$ cat src/rtl/pl_pkg.sv
// Shared bundle layout for the elastic pipeline stage registers (ID/EXE, EXE/MEM, MEM/WB).
// Every stage packs and unpacks its control and data bundles through these offsets and helpers.
package pl_pkg;

  localparam int PL_CTRL_W = 10;
  localparam int PL_DATA_W = 133;

  // Control bundle bit offsets (LSB first).
  localparam int CTRL_JAL    = 0;
  localparam int CTRL_SHIFT  = 1;
  localparam int CTRL_ALUIMM = 2;
  localparam int CTRL_ALUC   = 3;
  localparam int CTRL_ALUC_W = 4;
  localparam int CTRL_WMEM   = 7;
  localparam int CTRL_M2REG  = 8;
  localparam int CTRL_WREG   = 9;

  // Data bundle bit offsets (LSB first).
  localparam int WORD_W    = 32;
  localparam int RN_W      = 5;
  localparam int DATA_RN   = 0;
  localparam int DATA_PC4  = 5;
  localparam int DATA_IMM  = 37;
  localparam int DATA_B    = 69;
  localparam int DATA_A    = 101;

  typedef struct packed {
    logic       wreg;
    logic       m2reg;
    logic       wmem;
    logic [3:0] aluc;
    logic       aluimm;
    logic       shift;
    logic       jal;
  } ctrl_t;

  typedef struct packed {
    logic [WORD_W-1:0] a;
    logic [WORD_W-1:0] b;
    logic [WORD_W-1:0] imm;
    logic [WORD_W-1:0] pc4;
    logic [RN_W-1:0]   rn;
  } data_t;

  function automatic logic [PL_CTRL_W-1:0] pack_ctrl(input ctrl_t c);
    return PL_CTRL_W'(c);
  endfunction

  function automatic ctrl_t unpack_ctrl(input logic [PL_CTRL_W-1:0] v);
    return ctrl_t'(v);
  endfunction

  function automatic logic [PL_DATA_W-1:0] pack_data(input data_t d);
    return PL_DATA_W'(d);
  endfunction

  function automatic data_t unpack_data(input logic [PL_DATA_W-1:0] v);
    return data_t'(v);
  endfunction

  // True when a control word could change architectural state.
  function automatic logic has_side_effect(input logic [PL_CTRL_W-1:0] v);
    return v[CTRL_WREG] | v[CTRL_WMEM];
  endfunction

endpackage

$ cat src/rtl/pl_entry.sv
// One valid-plus-payload register. Clear beats load; the payload only changes on a load,
// so a cleared entry keeps presenting its last value.
module pl_entry #(
  parameter int W = 8
) (
  input  logic         clock,
  input  logic         reset,
  input  logic         load,
  input  logic         clear,
  input  logic [W-1:0] d,
  output logic         valid,
  output logic [W-1:0] q
);

  logic         valid_d, valid_q;
  logic [W-1:0] data_d, data_q;

  always_comb begin
    valid_d = valid_q;
    data_d  = data_q;
    if (clear) begin
      valid_d = 1'b0;
    end else if (load) begin
      valid_d = 1'b1;
      data_d  = d;
    end
  end

  always_ff @(posedge clock or posedge reset) begin
    if (reset) begin
      valid_q <= 1'b0;
      data_q  <= '0;
    end else begin
      valid_q <= valid_d;
      data_q  <= data_d;
    end
  end

  assign valid = valid_q;
  assign q     = data_q;

endmodule

$ cat src/rtl/pl_stage_reg.sv
// Elastic valid/ready pipeline stage carrying a control and a data bundle, with flush,
// forced-zero control on bubbles and an optional skid entry that registers in_ready.
module pl_stage_reg
  import pl_pkg::*;
#(
  parameter int CTRL_W = PL_CTRL_W,
  parameter int DATA_W = PL_DATA_W,
  parameter int SKID   = 1
) (
  input  logic              clock,
  input  logic              reset,
  input  logic              in_valid,
  output logic              in_ready,
  input  logic [CTRL_W-1:0] in_ctrl,
  input  logic [DATA_W-1:0] in_data,
  input  logic              flush,
  output logic              out_valid,
  input  logic              out_ready,
  output logic [CTRL_W-1:0] out_ctrl,
  output logic [DATA_W-1:0] out_data,
  output logic [1:0]        occupancy
);

  localparam int ENT_W = CTRL_W + DATA_W;

  logic             main_valid, skid_valid;
  logic [ENT_W-1:0] main_q, skid_q, main_d;
  logic             main_load, main_clear, main_from_skid;
  logic             skid_load, skid_clear;
  logic             accept, drain;

  assign accept = in_valid & in_ready;
  assign drain  = main_valid & out_ready;

  // Steering: the main entry is always the oldest; the skid entry only fills while main stalls.
  always_comb begin
    main_load      = 1'b0;
    main_clear     = 1'b0;
    main_from_skid = 1'b0;
    skid_load      = 1'b0;
    skid_clear     = 1'b0;
    if (flush) begin
      main_clear = 1'b1;
      skid_clear = 1'b1;
    end else if (skid_valid) begin
      if (drain) begin
        main_load      = 1'b1;
        main_from_skid = 1'b1;
        skid_clear     = 1'b1;
      end
    end else if (accept) begin
      if (!main_valid || out_ready) begin
        main_load = 1'b1;
      end else begin
        skid_load = 1'b1;
      end
    end else if (drain) begin
      main_clear = 1'b1;
    end
  end

  assign main_d = main_from_skid ? skid_q : {in_ctrl, in_data};

  pl_entry #(.W(ENT_W)) u_main (
    .clock (clock),
    .reset (reset),
    .load  (main_load),
    .clear (main_clear),
    .d     (main_d),
    .valid (main_valid),
    .q     (main_q)
  );

  generate
    if (SKID != 0) begin : g_skid
      pl_entry #(.W(ENT_W)) u_skid (
        .clock (clock),
        .reset (reset),
        .load  (skid_load),
        .clear (skid_clear),
        .d     ({in_ctrl, in_data}),
        .valid (skid_valid),
        .q     (skid_q)
      );
      assign in_ready = !skid_valid;
    end else begin : g_no_skid
      assign skid_valid = 1'b0;
      assign skid_q     = '0;
      // While reset is held the stage simply mirrors downstream readiness.
      assign in_ready   = reset ? out_ready : (!main_valid | out_ready);
    end
  endgenerate

  assign out_valid = main_valid;
  assign out_ctrl  = main_valid ? main_q[ENT_W-1:DATA_W] : '0;
  assign out_data  = main_q[DATA_W-1:0];
  assign occupancy = {1'b0, main_valid} + {1'b0, skid_valid};

endmodule

$ cat config.mk
export PLATFORM = sky130hd
export DESIGN_NAME = pl_stage_reg
export DESIGN_NICKNAME = d
export VERILOG_FILES = /design/src/rtl/pl_pkg.sv /design/src/rtl/pl_entry.sv /design/src/rtl/pl_stage_reg.sv
export SDC_FILE = /design/constraint.sdc
export NUM_CORES = 1
export LEC_CHECK = 0
export CORE_MARGIN = 2
export CORE_UTILIZATION = 25
export CTS_CLUSTER_SIZE = 10
export DETAILED_ROUTE_END_ITERATION = 8
export PLACE_DENSITY = 0.55
export SLEW_MARGIN = 20
export SYNTH_ARGS = -nofsm -noshare
export SYNTH_HDL_FRONTEND = slang
export SYNTH_HIERARCHICAL = 1
export SYNTH_SLANG_ARGS = --single-unit
$ cat constraint.sdc
create_clock -name clock -period 12.4 [get_ports clock]
set_input_delay 1.24 -clock clock [delete_from_list [all_inputs] [get_ports clock]]
set_output_delay 1.24 -clock clock [all_outputs]
set_load 0.02 [all_outputs]
* After elaboration in Yosys (flattened, before gate mapping)
Cells that the tools add are included.
** Word-level totals
- Bits in registers :: 288
- Bits of input ports :: 148
- Output and inout bits :: 147
- Word-level logic and storage cells :: 37
** Cells by class
- Add/subtract/negate cells :: 1
- Mux-type cells :: 21
- Bitwise gates (word level) :: 4
- Reduce and logical (&&, ||, !) cells :: 7
** Operator list (count)
- two-way mux 143 bit :: 1
- two-way mux 1 bit :: 19
- two-way mux 10 bit :: 1
- AND reduction 2 bit :: 2
- nonzero test 2 bit :: 2
- adder 1 x 1 -> 2 bit :: 1
- bitwise AND 1 bit :: 2
- zero test 1 bit :: 2
- inverter 1 bit :: 2
- logical OR 1 bit :: 1

* Logic depth before layout (Yosys ltp)
Gate-level depths: netlist (run 1).
- Depth after elaboration :: 8
- Depth in mapped cells :: 7
- Depth with buffers taken out :: 4

* By module
Netlist (run 1), hierarchy kept.
** By module, submodules not included
- pl_entry :: instances 2, cells an instance 307, area each 5660.4 µm², sequential area each 3603.5 µm²
- pl_stage_reg :: instances 1, cells an instance 181, area each 2144.6 µm², sequential area each 0.0 µm²

* Least setup slack after synthesis (run 1)
No wires, ideal clock.
- Kind :: input to register
- From :: in out_ready
- To :: reg u_main.data_q[100], in the netlist u_main/q[100]
- Setup time :: 125 ps
- Data arrival time :: 2442 ps
- Setup slack :: 9833 ps
- Cell stages on the path :: 7
- Buffers on the path :: 3
- Cells stage by stage :: nand2_1 > a211oi_1 > nor2b_1 > buf_6 > buf_8 > buf_8 > mux2_4
** RTL lines
- start: declaration :: line pl_stage_reg.sv:18 : input logic out_ready,
- logical OR 1 bit :: line pl_stage_reg.sv:52 : if (!main_valid || out_ready) begin
- two-way mux 1 bit :: line pl_stage_reg.sv:52
- two-way mux 1 bit :: line pl_stage_reg.sv:51 : end else if (accept) begin
- two-way mux 1 bit (*) :: line pl_stage_reg.sv:45 : end else if (skid_valid) begin
- two-way mux 1 bit (*) :: line pl_stage_reg.sv:42 : if (flush) begin
- named net main_load :: line pl_stage_reg.sv:28 : logic main_load, main_clear, main_from_skid;
- AND reduction 2 bit (no line) (*)
- end signal: assignment :: line pl_entry.sv:35 : data_q <= data_d;
- end: declaration :: line pl_entry.sv:16 : logic [W-1:0] data_d, data_q;
The timed path passes the listed nets; every way through them passes the cells marked *.
A chain may end at the register's enable or synchronous reset.

* Worst setup path after layout (run 1)
- From :: in out_ready
- To :: reg u_main.data_q[62], in the netlist u_main/q[62]
The elaborated chain is that of the path after synthesis.

==> summary.txt, run 1 <==
Pwr
  – Tot Pwr: 3.07 mW
  – Comb pwr share: 25.7%
  – PwrDens: 170 mW/mm^2
  – Clk pwr share: 33.1%
  – Switching fraction of total power: 27.1%
  – VDD IR-drop max: 0.0000916 V
  – Internal power: 2.24 mW
  – Leakage power: 8.00 nW
  – Flop pwr share: 41.3%
  – P_sw: 0.832 mW

Critical path
  – CP max-delay cell: nor2b_4
  – Buf/Inv on CP: 2
  – Worst Path Arrival: 4.52 ns
  – CP Cell Sequence: clkdlybuf4s50_1 > nand2_1 > a211oi_1 > nor2b_4 > buf_4 > mux2_2
  – Largest stage delay on the critical path: around 0.9 ns
  – CP endpoint kind: flip-flop
  – Critical path class: input port to flip-flop
  – Critical Path RT: 12.81 ns
  – Crit Path Max Fanout: 53
  – CP startpoint kind: input port
  – Worst path top cell family by delay: buffers and inverters

Logic synthesis
  – Syn nets: 944
  – Yosys top cell by area: dfrtp_1
  – Syn Area/Cell: 16.9 sq um
  – Area contributors post-synth: dfrtp_1, mux2_4, mux2_2
  – YS warnings: 6
  – Sequential share of the synthesized area: between 50% and 60%
  – Post-Syn Instances: 795
  – Mapped Area: about 0.013 sq mm
  – Yosys top cell area share: 53.5%
  – Synth cell types: 19
  – #FFs+latches synth: 288

Layout
  – Area added between synthesis and finish: 34.1%
  – Seq. cell area: about 0.0072 sq mm
  – Layout net count: 1,239
  – Area of the multi-input gates: 0.00580 sq mm
  – Number of fill cells in the layout: 5,194
  – Layout cells sized above 1: 44.5%

Placed design
  – GPL Wtd Cong: 0.700
  – Port Buffers: 294
  – Post-DP HPWL: 20,400 um

Drt
  – 1st-iter DRT viols: between 200 and 250
  – DR vias: around 7,600
  – Routed wire per std cell: between 15 and 20 um
  – First drt pass iteration count: 4
  – DRC errors left: 0
  – Via density per instance: 4.21
  – Antenna Nets Post-Route: 0
  – Final WL: between 30,000 and 40,000 um

Hold path
  – Worst hold path type: flip-flop to flip-flop

Clock network
  – CTS H-tree depth: 2
  – CTS clk-pin slew, worst paths: approximately 0.050 ns
  – Clock Tree Buf Depth: 3
  – Clock sink total: 288
  – TritonCTS clock tree: done
  – Post_cts resized: 0
  – CTS root buffer: clkbuf_16
  – Hold-fix buffers at CTS: 0
  – TritonCTS buffer count: 37
  – Post-CTS setup buffer count: 0
  – Worst-skew pair later-pin latency: approximately 0.54 ns

Timing
  – RSZ-0062 raised after global routing: false
  – Hold Fails Final Rpt: 0
  – Max Clock Skew: 0.0127 ns
  – Fmax: 0.243 GHz
  – Minimum clock period: slightly above 4 ns
  – Final TNS setup: 0 ns
  – WHS: 0.501 ns
  – Worst-Margin Slew: 1.05 ns
  – Final setup fails: 0
  – Slew Viols, Final: 0
  – Relative slew slack: about 30%
  – Final cycle utilization of the critical path: 33.1%

Floorplanning
  – Die Height: roughly 240 um
  – Core Box Area: between 0.05 and 0.06 sq mm
  – Ports: roughly 300
  – Initial cell density of the core: between 20% and 30%
  – Row Count: 85
  – Die area: approximately 0.056 sq mm
  – Chip width: roughly 240 um

Global route
  – Total gr overflow: 0
  – Pin count of the biggest net entering global routing: 85
  – Initial antenna violation count: 7
  – GRT Total Usage: 11.8%
  – Vias in the first global route: 8,360
  – First-pass GRT wire length: just over 50,000 um

Flow run
  – Max_cap viols: 0

Run status
  – Outcome: finished, final reports clean
-- placed cells by master, fill, tap and decap left out, types with 2 or more instances in the layout --
cell type / n
clkdlybuf4s50_1: 294
dfrtp_1: 288
mux2_2: 219
mux2_4: 210
clkbuf_16: 39
clkbuf_1: 12
buf_4: 11
and2_1: 10
clkbuf_8: 7
nor2_1: 6
diode_2: 3
inv_6: 3
clkinv_2: 2
nor2b_4: 2
-- routing by layer --
layer  share of wire [%]  track usage, %  up-vias  wire length, um
met5                0.17               0        -               57
met4                 1.9            3.45        8              630
met3                 9.2            5.23       52             3030
met2                  44            17.7      224            14400
met1                  45            15.4     3902            14800
li1                    -               -     3435                -
-- path summary, 6_finish.rpt --
check,startpoint,to,slack [ns],depth (start not counted)
min in group asynchronous,reset,u_main/q[124],1.20,2
min reg2reg,g_skid.u_skid/q[5],g_skid.u_skid/q[5],0.50,1
max,out_ready,u_main/q[62],8.29,6
max reg2reg,u_main/valid,u_main/q[62],8.61,5
max in group asynchronous,reset,g_skid.u_skid/q[9],9.59,3
min,g_skid.u_skid/q[5],g_skid.u_skid/q[5],0.50,1
-- state kept, by name, indices dropped and copies added, names as in the netlist --
name                 cells
g_skid.u_skid/q        143
u_main/q               143
g_skid.u_skid/valid      1
u_main/valid             1
-- worst register-to-register path, cell delays in order, from the launching register on --
cell and delay, ns:
dfrtp_1 0.62, or2_2 0.40, a211oi_1 0.31, nor2b_4 0.90
buf_4 0.88, mux2_2 0.57
-- per-stage QoR --
step / cells / utilization [%] / setup slack, ns / area, sq um
finish: 1811 / 33.8 / 8.29 / 18100
CTS: 1808 / 33.8 / 8.31 / 18100
global placement: 1747 / 31.6 / 7.69 / 16900
floorplan: 795 / - / 7.29 / 13500
detailed placement: 1747 / 31.6 / 7.73 / 16900
global route: 1808 / 33.8 / 8.03 / 18100
-- power by group through the flow --
stage / Clock, mW / Sequential, mW / Combinational [mW]
finish: 1.01 / 1.27 / 0.788
detailed placement: 0 / 1.28 / 0.794
floorplan: 0 / 1.39 / 0.311
CTS: 1.06 / 1.27 / 0.798
global route: 1.10 / 1.29 / 0.832
global placement: 0 / 1.27 / 0.786
-- kinds of logic after synthesis --
family,synth area share (%)
compound gates,0.177
fa+ha+maj,0.0929
buf+inv,3.55
flops,53.5
mux,41.7
simple gates,0.929
-- synthesized netlist by cell type --
| cell type | n |
|---|---|
| nand4b_1 | 1 |
| buf_8 | 16 |
| and4_1 | 1 |
| dfrtp_1 | 288 |
| buf_2 | 22 |
| nor2b_1 | 2 |
| clkbuf_1 | 1 |
| and2_1 | 10 |
| a31o_2 | 1 |
| nand2_1 | 1 |
| inv_1 | 3 |
| mux2_2 | 219 |
| or2_2 | 1 |
| buf_6 | 10 |
| nor2_1 | 6 |
| a211oi_1 | 1 |
| mux2_4 | 210 |
| ha_1 | 1 |
| o21bai_1 | 1 |
-- layout make-up --
type / instances / area share (%)
sequential: 288 / 39.9
multi-input combinational: 455 / 32.1
timing repair buffer: 305 / 16.7
clock buffer: 58 / 6.19
tap: 696 / 4.82
inverter: 3 / 0.118
clock inverter: 3 / 0.104
antenna: 3 / 0.0416
Power figures use the tool's default switching activity.
==> run 2: changes to the inputs <==
clock period = 4.02 ns   (was 12.4 ns; I/O delays follow)
==> summary.txt, run 2 (synthesis results as in run 1) <==
Pwr
  – PwrDens: 522 mW/mm^2 (+210%)
  – VDD IR-drop max: 0.000294 V (+220%)
  – Leakage power: 8.03 nW (+0.43%)

Floorplanning
  – Core Box Area: 0.0535 sq mm (unchanged)
  – Row Count: 85 (unchanged)
  – Ports: 295 (unchanged)
  – Die Height: 236 um (unchanged)
  – Chip width: 236 um (unchanged)
  – Die area: 0.0557 sq mm (unchanged)
  – Initial cell density of the core: 25.2% (unchanged)

Hold path
  – Worst hold path type: input port to async pin

Layout
  – Layout cells sized above 1: 44.8% (+0.25 points)
  – Most common cell after layout, fill and taps aside: clkdlybuf4s50_1
  – Final Core Density: 34.0% (+0.20 points)
  – Area added between synthesis and finish: 34.9%
  – Most frequent cells in the layout: clkdlybuf4s50_1, dfrtp_1, mux2_2
  – Layout net count: 1,239 (unchanged)

Global route
  – Total gr overflow: 0 (unchanged)
  – Vias in the first global route: 8,379 (+0.23%)
  – First-pass GRT wire length: 50,900 um (-0.70%)
  – Initial antenna violation count: 2 (-5)
  – Pin count of the biggest net entering global routing: 92 (+8.2%)
  – GRT Total Usage: 11.7% (-0.11 points)

Timing
  – RSZ-0062 raised after global routing: false
  – Hold Fails Final Rpt: 0 (unchanged)
  – Slew Viols, Final: 0 (unchanged)
  – Final cycle utilization of the critical path: 69.7%
  – Max Clock Skew: 0.0127 ns (+0.0000655 ns)
  – Relative slew slack: 41.3% (+12 points)
  – Worst-Margin Slew: 0.881 ns (-0.174 ns)
  – Final TNS setup: 0 ns (unchanged)
  – Final setup fails: 0 (unchanged)
  – Fmax: 0.357 GHz
  – Minimum clock period: ~2.8 ns

Drt
  – Final WL: 32,300 um (-1.6%)
  – Routed wire per std cell: 17.9 um (-1.2%)
  – Via density per instance: 4.23 (+0.52%)
  – DR vias: 7,635 (+0.18%)
  – DRC errors left: 0 (unchanged)
  – First drt pass iteration count: 5 (+1)
  – Antenna Nets Post-Route: 0 (unchanged)
  – 1st-iter DRT viols: 221 (+1.4%)

Critical path
  – Critical path class: flip-flop to flip-flop
  – Worst R2R Path Depth: 5 (unchanged)
  – Worst Path Arrival: 3.21 ns (-1.31 ns)
  – Crit Path Max Fanout: 83 (+57%)
  – Largest stage delay on the critical path: 0.63 ns (-0.27 ns)
  – FF-to-FF Start: u_main/valid
  – CP endpoint kind: flip-flop
  – CP startpoint kind: flip-flop
  – CP max-delay cell: dfrtp_1
  – CP Cell Sequence: or2_2 > a211oi_1 > nor2b_4 > buf_12 > mux2_2
  – Critical Path RT: 4.43 ns (-8.38 ns)
  – RR Endpoint: u_main/q[64]
  – Buf/Inv on CP: 1 (-1)
  – Worst path top cell family by delay: simple AND/OR/NAND/NOR gates
  – Worst reg-to-reg setup slack: 1.22 ns (-7.39 ns)

Placed design
  – Post-DP HPWL: 20,000 um (-1.8%)
  – GPL Wtd Cong: 0.705 (+0.71%)
  – Port Buffers: 294 (unchanged)

Clock network
  – CTS clk-pin slew, worst paths: 0.05 ns (about the same)
  – Clock sink total: 288 (unchanged)
  – TritonCTS clock tree: done
  – Post-CTS setup buffer count: 0 (unchanged)
  – TritonCTS buffer count: 37 (unchanged)
  – CTS root buffer: clkbuf_16
  – Worst-skew pair later-pin latency: 0.53 ns (about the same)
  – Post_cts resized: 0 (unchanged)
  – Clock Tree Buf Depth: 3 (unchanged)
  – Hold-fix buffers at CTS: 0 (unchanged)
  – CTS H-tree depth: 2 (unchanged)

Run status
  – Outcome: finished, final reports clean

Flow run
  – Max_cap viols: 0 (unchanged)
run 2: stage by stage:
step | worst slack [ns] | instance area, sq um | power (mW) | std cells | hold WS (ns)
floorplan | 1.81 | 13500 | 5.26 | 795 | 0.473
global placement | 1.25 | 17000 | 6.35 | 1747 | 0.484
detailed placement | 1.29 | 17000 | 6.40 | 1747 | 0.489
CTS | 1.28 | 18200 | 9.66 | 1804 | 0.188
global route | 1.14 | 18200 | 9.97 | 1804 | 0.239
finish | 1.22 | 18200 | 9.48 | 1805 | 0.232
run 2: worst max path at each step:
stage | startpoint | end | depth (start not counted)
after floorplan | reset | g_skid.u_skid/q[0] | 1
after CTS | u_main/valid | u_main/q[139] | 5
final | u_main/valid | u_main/q[64] | 5
after global placement | u_main/valid | u_main/q[65] | 5
after detailed placement | u_main/valid | u_main/q[139] | 5
after global routing | u_main/valid | u_main/q[64] | 5
run 2: power by group:
part / leakage, nW / internal (mW) / switching [mW]
registers: 3.60 / 3.55 / 0.356
clock network: 0.562 / 1.92 / 1.23
logic: 3.87 / 1.46 / 0.967
total: 8.03 / 6.93 / 2.55
run 2: metal layers:
metal	track usage, %	part of all wire (%)	vias up
li1	-	-	3427
met1	15.3	45	3943
met2	17.9	44	215
met3	4.61	8.4	48
met4	3.49	2.0	2
met5	0	0.040	-
run 2: area by class of cell:
| type | instances | area, sq um |
|---|---|---|
| multi-input combinational | 455 | 5800 |
| timing repair buffer | 305 | 3140 |
| sequential | 288 | 7210 |
| inverter | 3 | 18.8 |
| clock buffer | 52 | 1080 |
| antenna | 1 | 2.50 |
| tap | 696 | 871 |
| clock inverter | 5 | 53.8 |
| fill | 5212 | 35300 |
